**src/rtl/disco_pkg.sv**
```systemverilog
// Shared definitions for the disk/memory block-copy controller.
package disco_pkg;

    localparam int DATA_WIDTH      = 16;
    localparam int DISK_ADDR_WIDTH = 15;
    localparam int MEM_ADDR_WIDTH  = 10;
    localparam int LEN_WIDTH       = 16;

    localparam logic DIR_DISK2MEM = 1'b0;
    localparam logic DIR_MEM2DISK = 1'b1;

    typedef enum logic [2:0] {
        ST_IDLE  = 3'd0,
        ST_READ  = 3'd1,
        ST_WAIT  = 3'd2,
        ST_WRITE = 3'd3,
        ST_DONE  = 3'd4
    } state_e;

endpackage

```
**src/rtl/disco_addr_gen.sv**
```systemverilog
// Wrapping disk/memory pointers and the words-done counter for one transfer.
// The *_nxt outputs expose the value the pointers take at the next edge so the
// controller can register its address outputs in the same cycle.
module disco_addr_gen
    import disco_pkg::*;
#(
    parameter int DISK_ADDR_WIDTH_P = DISK_ADDR_WIDTH,
    parameter int MEM_ADDR_WIDTH_P  = MEM_ADDR_WIDTH,
    parameter int LEN_WIDTH_P       = LEN_WIDTH
) (
    input  logic                         clk,
    input  logic                         rst_n,
    input  logic                         load,
    input  logic                         step,
    input  logic [DISK_ADDR_WIDTH_P-1:0] disk_base,
    input  logic [MEM_ADDR_WIDTH_P-1:0]  mem_base,
    input  logic [LEN_WIDTH_P-1:0]       length,
    output logic [DISK_ADDR_WIDTH_P-1:0] disk_ptr_nxt,
    output logic [MEM_ADDR_WIDTH_P-1:0]  mem_ptr_nxt,
    output logic [LEN_WIDTH_P-1:0]       words_done,
    output logic                         last
);

    logic [DISK_ADDR_WIDTH_P-1:0] disk_ptr_q, disk_ptr_d;
    logic [MEM_ADDR_WIDTH_P-1:0]  mem_ptr_q, mem_ptr_d;
    logic [LEN_WIDTH_P-1:0]       len_q, len_d;
    logic [LEN_WIDTH_P-1:0]       cnt_q, cnt_d;
    logic [LEN_WIDTH_P:0]         cnt_inc_s;

    // Next pointer/counter values: load a new command or advance by one word.
    always_comb begin
        disk_ptr_d = disk_ptr_q;
        mem_ptr_d  = mem_ptr_q;
        len_d      = len_q;
        cnt_d      = cnt_q;
        if (load) begin
            disk_ptr_d = disk_base;
            mem_ptr_d  = mem_base;
            len_d      = length;
            cnt_d      = {LEN_WIDTH_P{1'b0}};
        end else if (step) begin
            disk_ptr_d = disk_ptr_q + {{(DISK_ADDR_WIDTH_P-1){1'b0}}, 1'b1};
            mem_ptr_d  = mem_ptr_q + {{(MEM_ADDR_WIDTH_P-1){1'b0}}, 1'b1};
            cnt_d      = cnt_q + {{(LEN_WIDTH_P-1){1'b0}}, 1'b1};
        end else begin
            cnt_d      = cnt_q;
        end
    end

    // Last-word detect is evaluated one bit wider so a full-range length cannot wrap.
    always_comb begin
        cnt_inc_s = {1'b0, cnt_q} + {{LEN_WIDTH_P{1'b0}}, 1'b1};
        last      = (cnt_inc_s >= {1'b0, len_q});
    end

    // Pointer and counter registers.
    always_ff @(posedge clk or negedge rst_n) begin
        if (!rst_n) begin
            disk_ptr_q <= {DISK_ADDR_WIDTH_P{1'b0}};
            mem_ptr_q  <= {MEM_ADDR_WIDTH_P{1'b0}};
            len_q      <= {LEN_WIDTH_P{1'b0}};
            cnt_q      <= {LEN_WIDTH_P{1'b0}};
        end else begin
            disk_ptr_q <= disk_ptr_d;
            mem_ptr_q  <= mem_ptr_d;
            len_q      <= len_d;
            cnt_q      <= cnt_d;
        end
    end

    assign disk_ptr_nxt = disk_ptr_d;
    assign mem_ptr_nxt  = mem_ptr_d;
    assign words_done   = cnt_q;

endmodule

```
**src/rtl/disco_transfer_ctrl.sv**
```systemverilog
// Block-copy controller between main memory and the secondary disk.
// Each word takes READ (drive source address), WAIT (capture data) and WRITE
// (drive destination with a one-cycle strobe). All outputs are registered and
// computed from the next state, so they line up with the state they belong to.
module disco_transfer_ctrl
    import disco_pkg::*;
#(
    parameter int DATA_WIDTH_P      = DATA_WIDTH,
    parameter int DISK_ADDR_WIDTH_P = DISK_ADDR_WIDTH,
    parameter int MEM_ADDR_WIDTH_P  = MEM_ADDR_WIDTH,
    parameter int LEN_WIDTH_P       = LEN_WIDTH
) (
    input  logic                         clk,
    input  logic                         rst_n,
    input  logic                         start,
    input  logic                         dir,
    input  logic [DISK_ADDR_WIDTH_P-1:0] disk_base,
    input  logic [MEM_ADDR_WIDTH_P-1:0]  mem_base,
    input  logic [LEN_WIDTH_P-1:0]       length,
    input  logic                         abort,
    output logic                         busy,
    output logic                         done,
    output logic                         aborted,
    output logic [LEN_WIDTH_P-1:0]       words_done,
    output logic [DISK_ADDR_WIDTH_P-1:0] disk_addr,
    output logic [DATA_WIDTH_P-1:0]      disk_wdata,
    output logic                         disk_tr,
    input  logic [DATA_WIDTH_P-1:0]      disk_q,
    output logic [MEM_ADDR_WIDTH_P-1:0]  mem_addr,
    output logic [DATA_WIDTH_P-1:0]      mem_wdata,
    output logic                         mem_we,
    input  logic [DATA_WIDTH_P-1:0]      mem_q
);

    state_e                       state_q, state_d;
    logic                         dir_q, dir_d;
    logic [DATA_WIDTH_P-1:0]      buf_q, buf_d;
    logic                         busy_q, busy_d;
    logic                         done_q, done_d;
    logic                         aborted_q, aborted_d;
    logic [DISK_ADDR_WIDTH_P-1:0] disk_addr_q, disk_addr_d;
    logic [MEM_ADDR_WIDTH_P-1:0]  mem_addr_q, mem_addr_d;
    logic [DATA_WIDTH_P-1:0]      disk_wdata_q, disk_wdata_d;
    logic [DATA_WIDTH_P-1:0]      mem_wdata_q, mem_wdata_d;
    logic                         disk_tr_q, disk_tr_d;
    logic                         mem_we_q, mem_we_d;

    logic                         load_s;
    logic                         step_s;
    logic                         last_s;
    logic [DISK_ADDR_WIDTH_P-1:0] disk_ptr_nxt_s;
    logic [MEM_ADDR_WIDTH_P-1:0]  mem_ptr_nxt_s;
    logic [LEN_WIDTH_P-1:0]       words_done_s;

    disco_addr_gen #(
        .DISK_ADDR_WIDTH_P (DISK_ADDR_WIDTH_P),
        .MEM_ADDR_WIDTH_P  (MEM_ADDR_WIDTH_P),
        .LEN_WIDTH_P       (LEN_WIDTH_P)
    ) u_addr_gen (
        .clk          (clk),
        .rst_n        (rst_n),
        .load         (load_s),
        .step         (step_s),
        .disk_base    (disk_base),
        .mem_base     (mem_base),
        .length       (length),
        .disk_ptr_nxt (disk_ptr_nxt_s),
        .mem_ptr_nxt  (mem_ptr_nxt_s),
        .words_done   (words_done_s),
        .last         (last_s)
    );

    // Next state, data capture and next registered outputs.
    always_comb begin
        state_d      = state_q;
        dir_d        = dir_q;
        buf_d        = buf_q;
        aborted_d    = aborted_q;
        disk_addr_d  = disk_addr_q;
        mem_addr_d   = mem_addr_q;
        disk_wdata_d = disk_wdata_q;
        mem_wdata_d  = mem_wdata_q;
        load_s       = 1'b0;
        step_s       = 1'b0;

        case (state_q)
            ST_IDLE: begin
                if (start) begin
                    load_s    = 1'b1;
                    dir_d     = dir;
                    aborted_d = 1'b0;
                    if (length == {LEN_WIDTH_P{1'b0}}) begin
                        state_d = ST_DONE;
                    end else begin
                        state_d = ST_READ;
                    end
                end else begin
                    state_d = ST_IDLE;
                end
            end
            ST_READ: begin
                if (abort) begin
                    state_d   = ST_DONE;
                    aborted_d = 1'b1;
                end else begin
                    state_d = ST_WAIT;
                end
            end
            ST_WAIT: begin
                if (dir_q == DIR_MEM2DISK) begin
                    buf_d = mem_q;
                end else begin
                    buf_d = disk_q;
                end
                if (abort) begin
                    state_d   = ST_DONE;
                    aborted_d = 1'b1;
                end else begin
                    state_d = ST_WRITE;
                end
            end
            ST_WRITE: begin
                // The strobe for this word is already on the pins; it counts even on abort.
                step_s = 1'b1;
                if (abort) begin
                    state_d   = ST_DONE;
                    aborted_d = 1'b1;
                end else if (last_s) begin
                    state_d = ST_DONE;
                end else begin
                    state_d = ST_READ;
                end
            end
            ST_DONE: begin
                state_d = ST_IDLE;
            end
            default: begin
                state_d = ST_IDLE;
            end
        endcase

        busy_d    = (state_d == ST_READ) || (state_d == ST_WAIT) || (state_d == ST_WRITE);
        done_d    = (state_d == ST_DONE);
        disk_tr_d = (state_d == ST_WRITE) && (dir_d == DIR_MEM2DISK);
        mem_we_d  = (state_d == ST_WRITE) && (dir_d == DIR_DISK2MEM);

        // Only the side in use moves; the other address holds its last value.
        if ((state_d == ST_READ) || (state_d == ST_WAIT)) begin
            if (dir_d == DIR_MEM2DISK) begin
                mem_addr_d = mem_ptr_nxt_s;
            end else begin
                disk_addr_d = disk_ptr_nxt_s;
            end
        end else if (state_d == ST_WRITE) begin
            if (dir_d == DIR_MEM2DISK) begin
                disk_addr_d  = disk_ptr_nxt_s;
                disk_wdata_d = buf_d;
            end else begin
                mem_addr_d  = mem_ptr_nxt_s;
                mem_wdata_d = buf_d;
            end
        end else begin
            disk_addr_d = disk_addr_q;
        end
    end

    // FSM state, data buffer and registered outputs.
    always_ff @(posedge clk or negedge rst_n) begin
        if (!rst_n) begin
            state_q      <= ST_IDLE;
            dir_q        <= 1'b0;
            buf_q        <= {DATA_WIDTH_P{1'b0}};
            busy_q       <= 1'b0;
            done_q       <= 1'b0;
            aborted_q    <= 1'b0;
            disk_addr_q  <= {DISK_ADDR_WIDTH_P{1'b0}};
            mem_addr_q   <= {MEM_ADDR_WIDTH_P{1'b0}};
            disk_wdata_q <= {DATA_WIDTH_P{1'b0}};
            mem_wdata_q  <= {DATA_WIDTH_P{1'b0}};
            disk_tr_q    <= 1'b0;
            mem_we_q     <= 1'b0;
        end else begin
            state_q      <= state_d;
            dir_q        <= dir_d;
            buf_q        <= buf_d;
            busy_q       <= busy_d;
            done_q       <= done_d;
            aborted_q    <= aborted_d;
            disk_addr_q  <= disk_addr_d;
            mem_addr_q   <= mem_addr_d;
            disk_wdata_q <= disk_wdata_d;
            mem_wdata_q  <= mem_wdata_d;
            disk_tr_q    <= disk_tr_d;
            mem_we_q     <= mem_we_d;
        end
    end

    assign busy       = busy_q;
    assign done       = done_q;
    assign aborted    = aborted_q;
    assign words_done = words_done_s;
    assign disk_addr  = disk_addr_q;
    assign disk_wdata = disk_wdata_q;
    assign disk_tr    = disk_tr_q;
    assign mem_addr   = mem_addr_q;
    assign mem_wdata  = mem_wdata_q;
    assign mem_we     = mem_we_q;

endmodule

```
**config.mk**
```make
export PLATFORM = sky130hd
export DESIGN_NAME = disco_transfer_ctrl
export DESIGN_NICKNAME = d
export VERILOG_FILES = /design/src/rtl/disco_pkg.sv /design/src/rtl/disco_addr_gen.sv /design/src/rtl/disco_transfer_ctrl.sv
export SDC_FILE = /design/constraint.sdc
export NUM_CORES = 1
export LEC_CHECK = 0
export ABC_AREA = 1
export CORE_ASPECT_RATIO = 0.9
export CORE_MARGIN = 4
export CORE_UTILIZATION = 43
export CTS_CLUSTER_DIAMETER = 150
export DETAILED_ROUTE_END_ITERATION = 8
export DONT_BUFFER_PORTS = 1
export GPL_TIMING_DRIVEN = 0
export PLACE_DENSITY = 0.64
export SYNTH_ARGS = -nofsm -noshare
export SYNTH_HDL_FRONTEND = slang
export SYNTH_SLANG_ARGS = --single-unit
export TNS_END_PERCENT = 50
```
**constraint.sdc**
```tcl
create_clock -name clk -period 3.42 [get_ports clk]
set_input_delay 0.342 -clock clk [delete_from_list [all_inputs] [get_ports clk]]
set_output_delay 0.342 -clock clk [all_outputs]
set_load 0.005 [all_outputs]
```
==> results.json <==
{
  "area_growth_pct": 20.45,
  "hold-worst-slack_ns": -0.3813,
  "initial_utilization_pct": 43.91,
  "synth_area_leaders": "dfrtp_1, nand2_1, o21ai_0, inv_1, ha_1",
  "relSlewSlack_pct": 60.81,
  "combPwrFrac_pct": 34.8,
  "cap_viol_max_count": 0,
  "worstMarginPinSlew_ns": 0.5879,
  "synth_area_per_cell_sq_um": 8.980,
  "power_leakage_nw": 4.020,
  "antenna_found_initial": 0,
  "slew_violations": 0,
  "synth_edf_count": 0,
  "setup_slack_ns": -0.01702,
  "cp.buffers_inverters": 4,
  "track_usage_pct": 19.12,
  "synth_cells": 755,
  "drt-total-wl_mm": 17.25,
  "clkTransAtPathRegs_ns": 0.06,
  "dp.cells": 957,
  "finalCritPeriodShare_pct": 100.5,
  "core_region_area_sq_um": 15440,
  "power.switching_mw": 2.745,
  "critical-path-max-stage-delay_ns": 0.47,
  "period_needed_ns": 3.437,
  "port_buffers": 0,
  "pwr-share-seq_pct": 39.6,
  "crit_path_end": "disk_wdata[15]$_DFFE_PN0P_",
  "failed_checks": "hold timing, setup timing",
  "num_vias": 5192,
  "p_clk_share_pct": 25.6,
  "grt_use_met1_pct": 25.60,
  "rsz0062_at_grt": "true",
  "syn-num-nets": 854,
  "startpoint_type": "flop",
  "clk_path_buf_depth": 2,
  "layout-drive-gt1-share_pct": 20.07,
  "tritoncts": "yes",
  "place_area_sq_um": 7033,
  "cp_data_arrival_time_ns": 3.73,
  "synth_top_area_share_pct": 51.30,
  "dp_hpwl_mm": 11.85,
  "hold_class": "input port to asynchronous set/reset pin",
  "drcViolationCount": 0,
  "dr.pass1.iters": 4,
  "slowest_stage": "dfrtp_2",
  "dp_slack_ns": -0.7123,
  "num_io_pins": 156,
  "fmax_ghz": 0.2910,
  "skew_ns": 0.01213,
  "worstPathCellList": "nand3_4 -> nor2_4 -> nand2_4 -> nor2_4 -> inv_1 -> nor3_2 -> xor2_1 -> inv_1 -> ha_1 -> nand3_1 -> nand3_2 -> a31oi_4 -> nand3_4 -> nand3_4 -> nand2_4 -> ha_4 -> inv_2 -> nor2_4 -> clkbuf_16 -> mux2_4",
  "n_antenna_cell": 0,
  "first_iter_violations": 305,
  "dieArea_sq_um": 17840,
  "crit_path_end_kind": "flop",
  "cp_data_required_time_ns": 3.71,
  "dieWidth_um": 140.4,
  "grt_max_degree": 140,
  "peakVddDrop_v": 0.0004648,
  "grt_pass1_wl_mm": 27.01,
  "met2_usage_pct": 28.94,
  "clock_latency_ns": 0.42,
  "synth_largest_area_cell": "dfrtp_1",
  "clock_sinks": 139,
  "synth-main-ff-cell": "dfrtp_1",
  "ys_async_sr_fraction_pct": 100.0,
  "grt_pass1_vias": 5102,
  "gp_congestion": 0.8251,
  "reg2reg_to": "disk_wdata[15]$_DFFE_PN0P_",
  "critPathLaunch": "u_addr_gen.words_done[5]$_DFFE_PN0P_",
  "syn-cell-area_sq_um": 6780,
  "cts_buffers": 17,
  "layout.cells.non_filler": 1009,
  "yosysMostFrequentCell": "nand2_1",
  "h-tree-depth": 4,
  "critical_path_class": "flop to flop",
  "path_delay_family": "simple AND/OR/NAND/NOR gates",
  "setup_viol": 5,
  "ff2ff_setup_slack_ns": -0.02,
  "grt_use_met3_pct": 7.747,
  "viasPerCell": 5.146,
  "hold_viol_final": 139,
  "path_max_fanout": 5,
  "synth_cell_types": 43,
  "die_h_um": 127.1,
  "timing.rr.start": "u_addr_gen.words_done[5]$_DFFE_PN0P_",
  "globalRouteOverflowTotal": 0,
  "num_rows": 43,
  "ys_seq_area_share_pct": 51.30,
  "status": "finished, violations left",
  "synth_common_cells": "nand2_1, dfrtp_1, inv_1, o21ai_0, nand3_1",
  "routedWlPerCell_um": 17.09,
  "hold_buffers": 1,
  "post-route-util_pct": 52.89,
  "layout.nets": 893,
  "ys_ff_latch": 139,
  "p_per_area_nw_per_um2": 886.0,
  "swShare_pct": 37.94,
  "ys_warn_count": 0,
  "reg2reg_depth": 20,
  "crit_cells": 20,
  "intPower_mw": 4.491,
  "clockRootBuffer": "clkbuf_16",
  "antenna_left": 0,
  "grt.busiest_layer": "met2",
  "final_area_sq_um": 8167
}
-- power by group through the flow --
stage / Combinational (mW) / Sequential, mW / Clock, mW
2_1_floorplan: 1.73 / 2.72 / 0
3_3_place_gp: 2.18 / 2.88 / 0
3_5_place_dp: 2.22 / 2.89 / 0
4_1_cts: 2.39 / 2.87 / 1.88
5_1_grt: 2.86 / 2.96 / 1.95
6_report: 2.52 / 2.87 / 1.85
-- flip-flops by register name, summed over array words and instances (netlist names) --
signal / count
mem_wdata: 16
u_addr_gen.disk_ptr_q: 15
mem_addr: 10
done: 1
disk_addr: 15
u_addr_gen.mem_ptr_q: 10
disk_wdata: 16
mem_we: 1
aborted: 1
u_addr_gen.len_q: 16
u_addr_gen.words_done: 16
dir_q: 1
busy: 1
buf_q: 16
state_q: 3
disk_tr: 1
-- metrics by stage --
step	TNS (ns)	power, mW	hold slack, ns
after floorplan	0	4.451	0.04641
after global placement	-17.68	5.059	0.05092
after detailed placement	-18.07	5.113	0.05087
after CTS	-0.04002	7.141	-0.4001
after global routing	-6.646	7.779	-0.4059
final	-0.06102	7.236	-0.3813
-- area by class of cell --
| cell class | instances | area, sq um |
|---|---|---|
| flip-flops and latches | 139 | 3485 |
| clock inverters | 11 | 117.6 |
| well taps | 202 | 252.7 |
| multi-input cells | 494 | 3131 |
| repair buffers | 20 | 181.4 |
| clock buffers | 21 | 480.5 |
| fillers | 1393 | 7274 |
| plain buffers | 25 | 147.6 |
| inverters | 97 | 371.6 |
-- timing repair --
item                                    CTS  global route
hold endpoints to repair                140           139
endpoints found under the setup margin   41            41
setup buffers                             8            10
gates resized for setup                  47            48
gates cloned                              1             0
pin swaps                                18            27
-- worst min path at each step --
| stage | start | endpoint | slack (ns) | cells past startpoint |
|---|---|---|---|---|
| after global placement | rst_n | mem_we$_DFF_PN0_ | 0.05 | 0 |
| after detailed placement | rst_n | mem_we$_DFF_PN0_ | 0.05 | 0 |
| after global routing | rst_n | mem_we$_DFF_PN0_ | -0.41 | 0 |
| after floorplan | rst_n | aborted$_DFFE_PN0P_ | 0.05 | 0 |
| after CTS | rst_n | mem_we$_DFF_PN0_ | -0.40 | 0 |
| final | rst_n | mem_we$_DFF_PN0_ | -0.38 | 0 |
-- cell families (layout without fill, tap and decap cells) --
logic type      after synthesis  count (layout)  share of synthesized area (%)
simple gates                313             313                          20.45
mux                          32              32                          5.813
flops                       139             139                          51.30
fa+ha+maj                    21              21                          3.875
xor+xnor                     19              19                          2.454
compound gates              109             109                          8.839
buf+inv                     122             174                          7.271
-- placed cells by master, fill, tap and decap left out, types with 9 or more instances in the layout --
| cell | n |
|---|---|
| nand2_1 | 195 |
| buf_4 | 15 |
| ha_1 | 18 |
| xor2_1 | 10 |
| nor2_1 | 24 |
| dfrtp_1 | 134 |
| mux2_4 | 25 |
| o21ai_0 | 73 |
| inv_1 | 84 |
| clkbuf_1 | 18 |
| clkbuf_16 | 18 |
| nand3_1 | 33 |
| a21oi_1 | 9 |
| inv_2 | 10 |
-- per-layer routing --
| metal | share of wire, % | vias up |
|---|---|---|
| li1 | - | 2523 |
| met5 | 0 | - |
| met3 | 8.2 | 15 |
| met4 | 1.4 | 0 |
| met1 | 46 | 2492 |
| met2 | 45 | 162 |
-- worst register-to-register path, stage by stage (launching register included) --
cell       delay, ns
dfrtp_2         0.47
nand3_4         0.11
nor2_4          0.23
nand2_4         0.10
nor2_4          0.11
inv_1           0.09
nor3_2          0.18
xor2_1          0.22
inv_1           0.09
ha_1            0.29
nand3_1         0.09
nand3_2         0.10
a31oi_4         0.05
nand3_4         0.12
nand3_4         0.08
nand2_4         0.09
ha_4            0.12
inv_2           0.04
nor2_4          0.23
clkbuf_16       0.21
mux2_4          0.30
(Power assumes the default switching activity.)
==> RTL change, RTL diff (same flow settings) <==
Encoding of `state_e`: now Gray code (3 bits for 5 states).
--- a/src/rtl/disco_pkg.sv
+++ b/src/rtl/disco_pkg.sv
@@ -10,11 +10,11 @@
     localparam logic DIR_MEM2DISK = 1'b1;
 
     typedef enum logic [2:0] {
-        ST_IDLE  = 3'd0,
-        ST_READ  = 3'd1,
-        ST_WAIT  = 3'd2,
-        ST_WRITE = 3'd3,
-        ST_DONE  = 3'd4
+        ST_IDLE  = 3'b000,
+        ST_READ  = 3'b001,
+        ST_WAIT  = 3'b011,
+        ST_WRITE = 3'b010,
+        ST_DONE  = 3'b110
     } state_e;
 
 endpackage
Behaviour: same outputs for any inputs over 4 cycles, from zero or initial values and one cycle with rst_n low; so few cycles prove little.
==> RTL change against the unedited design <==
First-iteration DRC count grew 6.9%. Area after synthesis down 1.1%. Largest cell class unchanged. Wire length up 4.1%. Setup slack got worse by 0.088 ns. Maximum frequency shrank 2.5%. Final area up 2.6%. The run still ends with negative hold slack, negative setup slack left. Total power rose by 20%. Sequential cell count did not move. Highest routed layer unchanged. Die area fell by 1.0%.
==> RTL change: results (changes against the unedited design) <==
\begin{tabular}{lr}
\hline
Metric & Value \\
\hline
\multicolumn{2}{l}{\textbf{Timing}} \\
\quad Final hold vios & 139 (unchanged) \\
\quad Fin Hold WS & -0.384 ns (-0.00256 ns) \\
\quad Setup violation total in the final timing report & 55 (+50) \\
\quad Final Worst Setup Slack & -0.105 ns (-0.0882 ns) \\
\multicolumn{2}{l}{\textbf{Setup path}} \\
\quad Data arrival time at the worst-slack endpoint & 3.84 ns (+0.11 ns) \\
\quad Reg2Reg Depth & 29 (+45\%) \\
\quad Largest incremental delay on the critical path & 0.44 ns (-0.03 ns) \\
\quad CP Capture Point & disk\_wdata[11] \\
\multicolumn{2}{l}{\textbf{Status}} \\
\quad Result of the run & complete, but fails checks \\
\quad Violated checks & negative hold slack, negative setup slack \\
\multicolumn{2}{l}{\textbf{Place}} \\
\quad Post-place setup slack & -0.719 ns (-0.00720 ns) \\
\quad Half-perimeter wire length after detailed placement & 12100 um (+2.4\%) \\
\multicolumn{2}{l}{\textbf{Cells and area}} \\
\quad Layout cells sized above 1 & 0.237 (+0.0361) \\
\quad Share of the final layout cell area in multi-input gates & 0.384 (+0.000516) \\
\quad Count of fill cells added during filler insertion & 1370 (-1.7\%) \\
\quad Count of non-CTS inverters in the layout & 71 (-27\%) \\
\multicolumn{2}{l}{\textbf{Routing}} \\
\quad Routed wl met3 & 1280 um (-8.8\%) \\
\quad Wire length per cell & 17.3 um (+1.2\%) \\
\multicolumn{2}{l}{\textbf{Power}} \\
\quad Switching part of the total & 0.413 (+0.0334) \\
\quad Leakage power of the design & 4.03 nW (+0.29\%) \\
\quad Peak supply drop & 526 uV (+13\%) \\
\quad Reported sequential group power & 2.96 mW (+3\%) \\
\multicolumn{2}{l}{\textbf{Global route}} \\
\quad Met2 track demand over resource in global routing & 0.291 (+0.00138) \\
\quad Global routing usage on met1 & 0.286 (+0.0304) \\
\quad Met3 Use GR & 0.0754 (-0.00208) \\
\quad Number of global-route vias before repair & 5367 (+5.2\%) \\
\multicolumn{2}{l}{\textbf{Yosys}} \\
\quad Sequential-to-total area share from yosys stat & 0.519 (+0.00565) \\
\quad Synth area leaders & sky130\_fd\_sc\_hd\_\_dfrtp\_1, sky130\_fd\_sc\_hd\_\_nand2\_1, sky130\_fd\_sc\_hd\_\_nand3\_1, sky130\_fd\_sc\_hd\_\_ha\_1, sky130\_fd\_sc\_hd\_\_inv\_1 \\
\multicolumn{2}{l}{\textbf{CTS}} \\
\quad Buffer count from post-CTS setup fixing & 24 (+16) \\
\hline
\end{tabular}
RTL change: cell count changes in the layout (fill, tap and decap cells not counted), sizes merged, moves of 15 or more:
| cell | delta |
|---|---|
| inv | -26 |
| buf | +23 |
| nand3 | +34 |
| nand2 | +27 |
| mux2 | -32 |
| a21oi | +15 |
| o21ai | -34 |
| mux2i | +16 |
RTL change: metrics by stage:
stage | cells | TNS (ns) | cell area, um^2
after floorplan | 771 | 0 | 6710
after global placement | 973 | -32.62 | 6960
after CTS | 1031 | -6.88 | 7950
after global routing | 1038 | -16.77 | 8380
after detailed placement | 973 | -35.63 | 6960
final | 1038 | -4.39 | 8380
RTL change: cells by family (layout without fill, tap and decap cells):
group           count (synthesis)  in the layout  synth area share
flops                         139            139             0.519
fa+ha+maj                      21             21            0.0392
xor+xnor                       25             25            0.0326
buf+inv                       102            166            0.0651
simple gates                  382            383             0.251
mux                            16             16            0.0239
compound gates                 86             86            0.0692
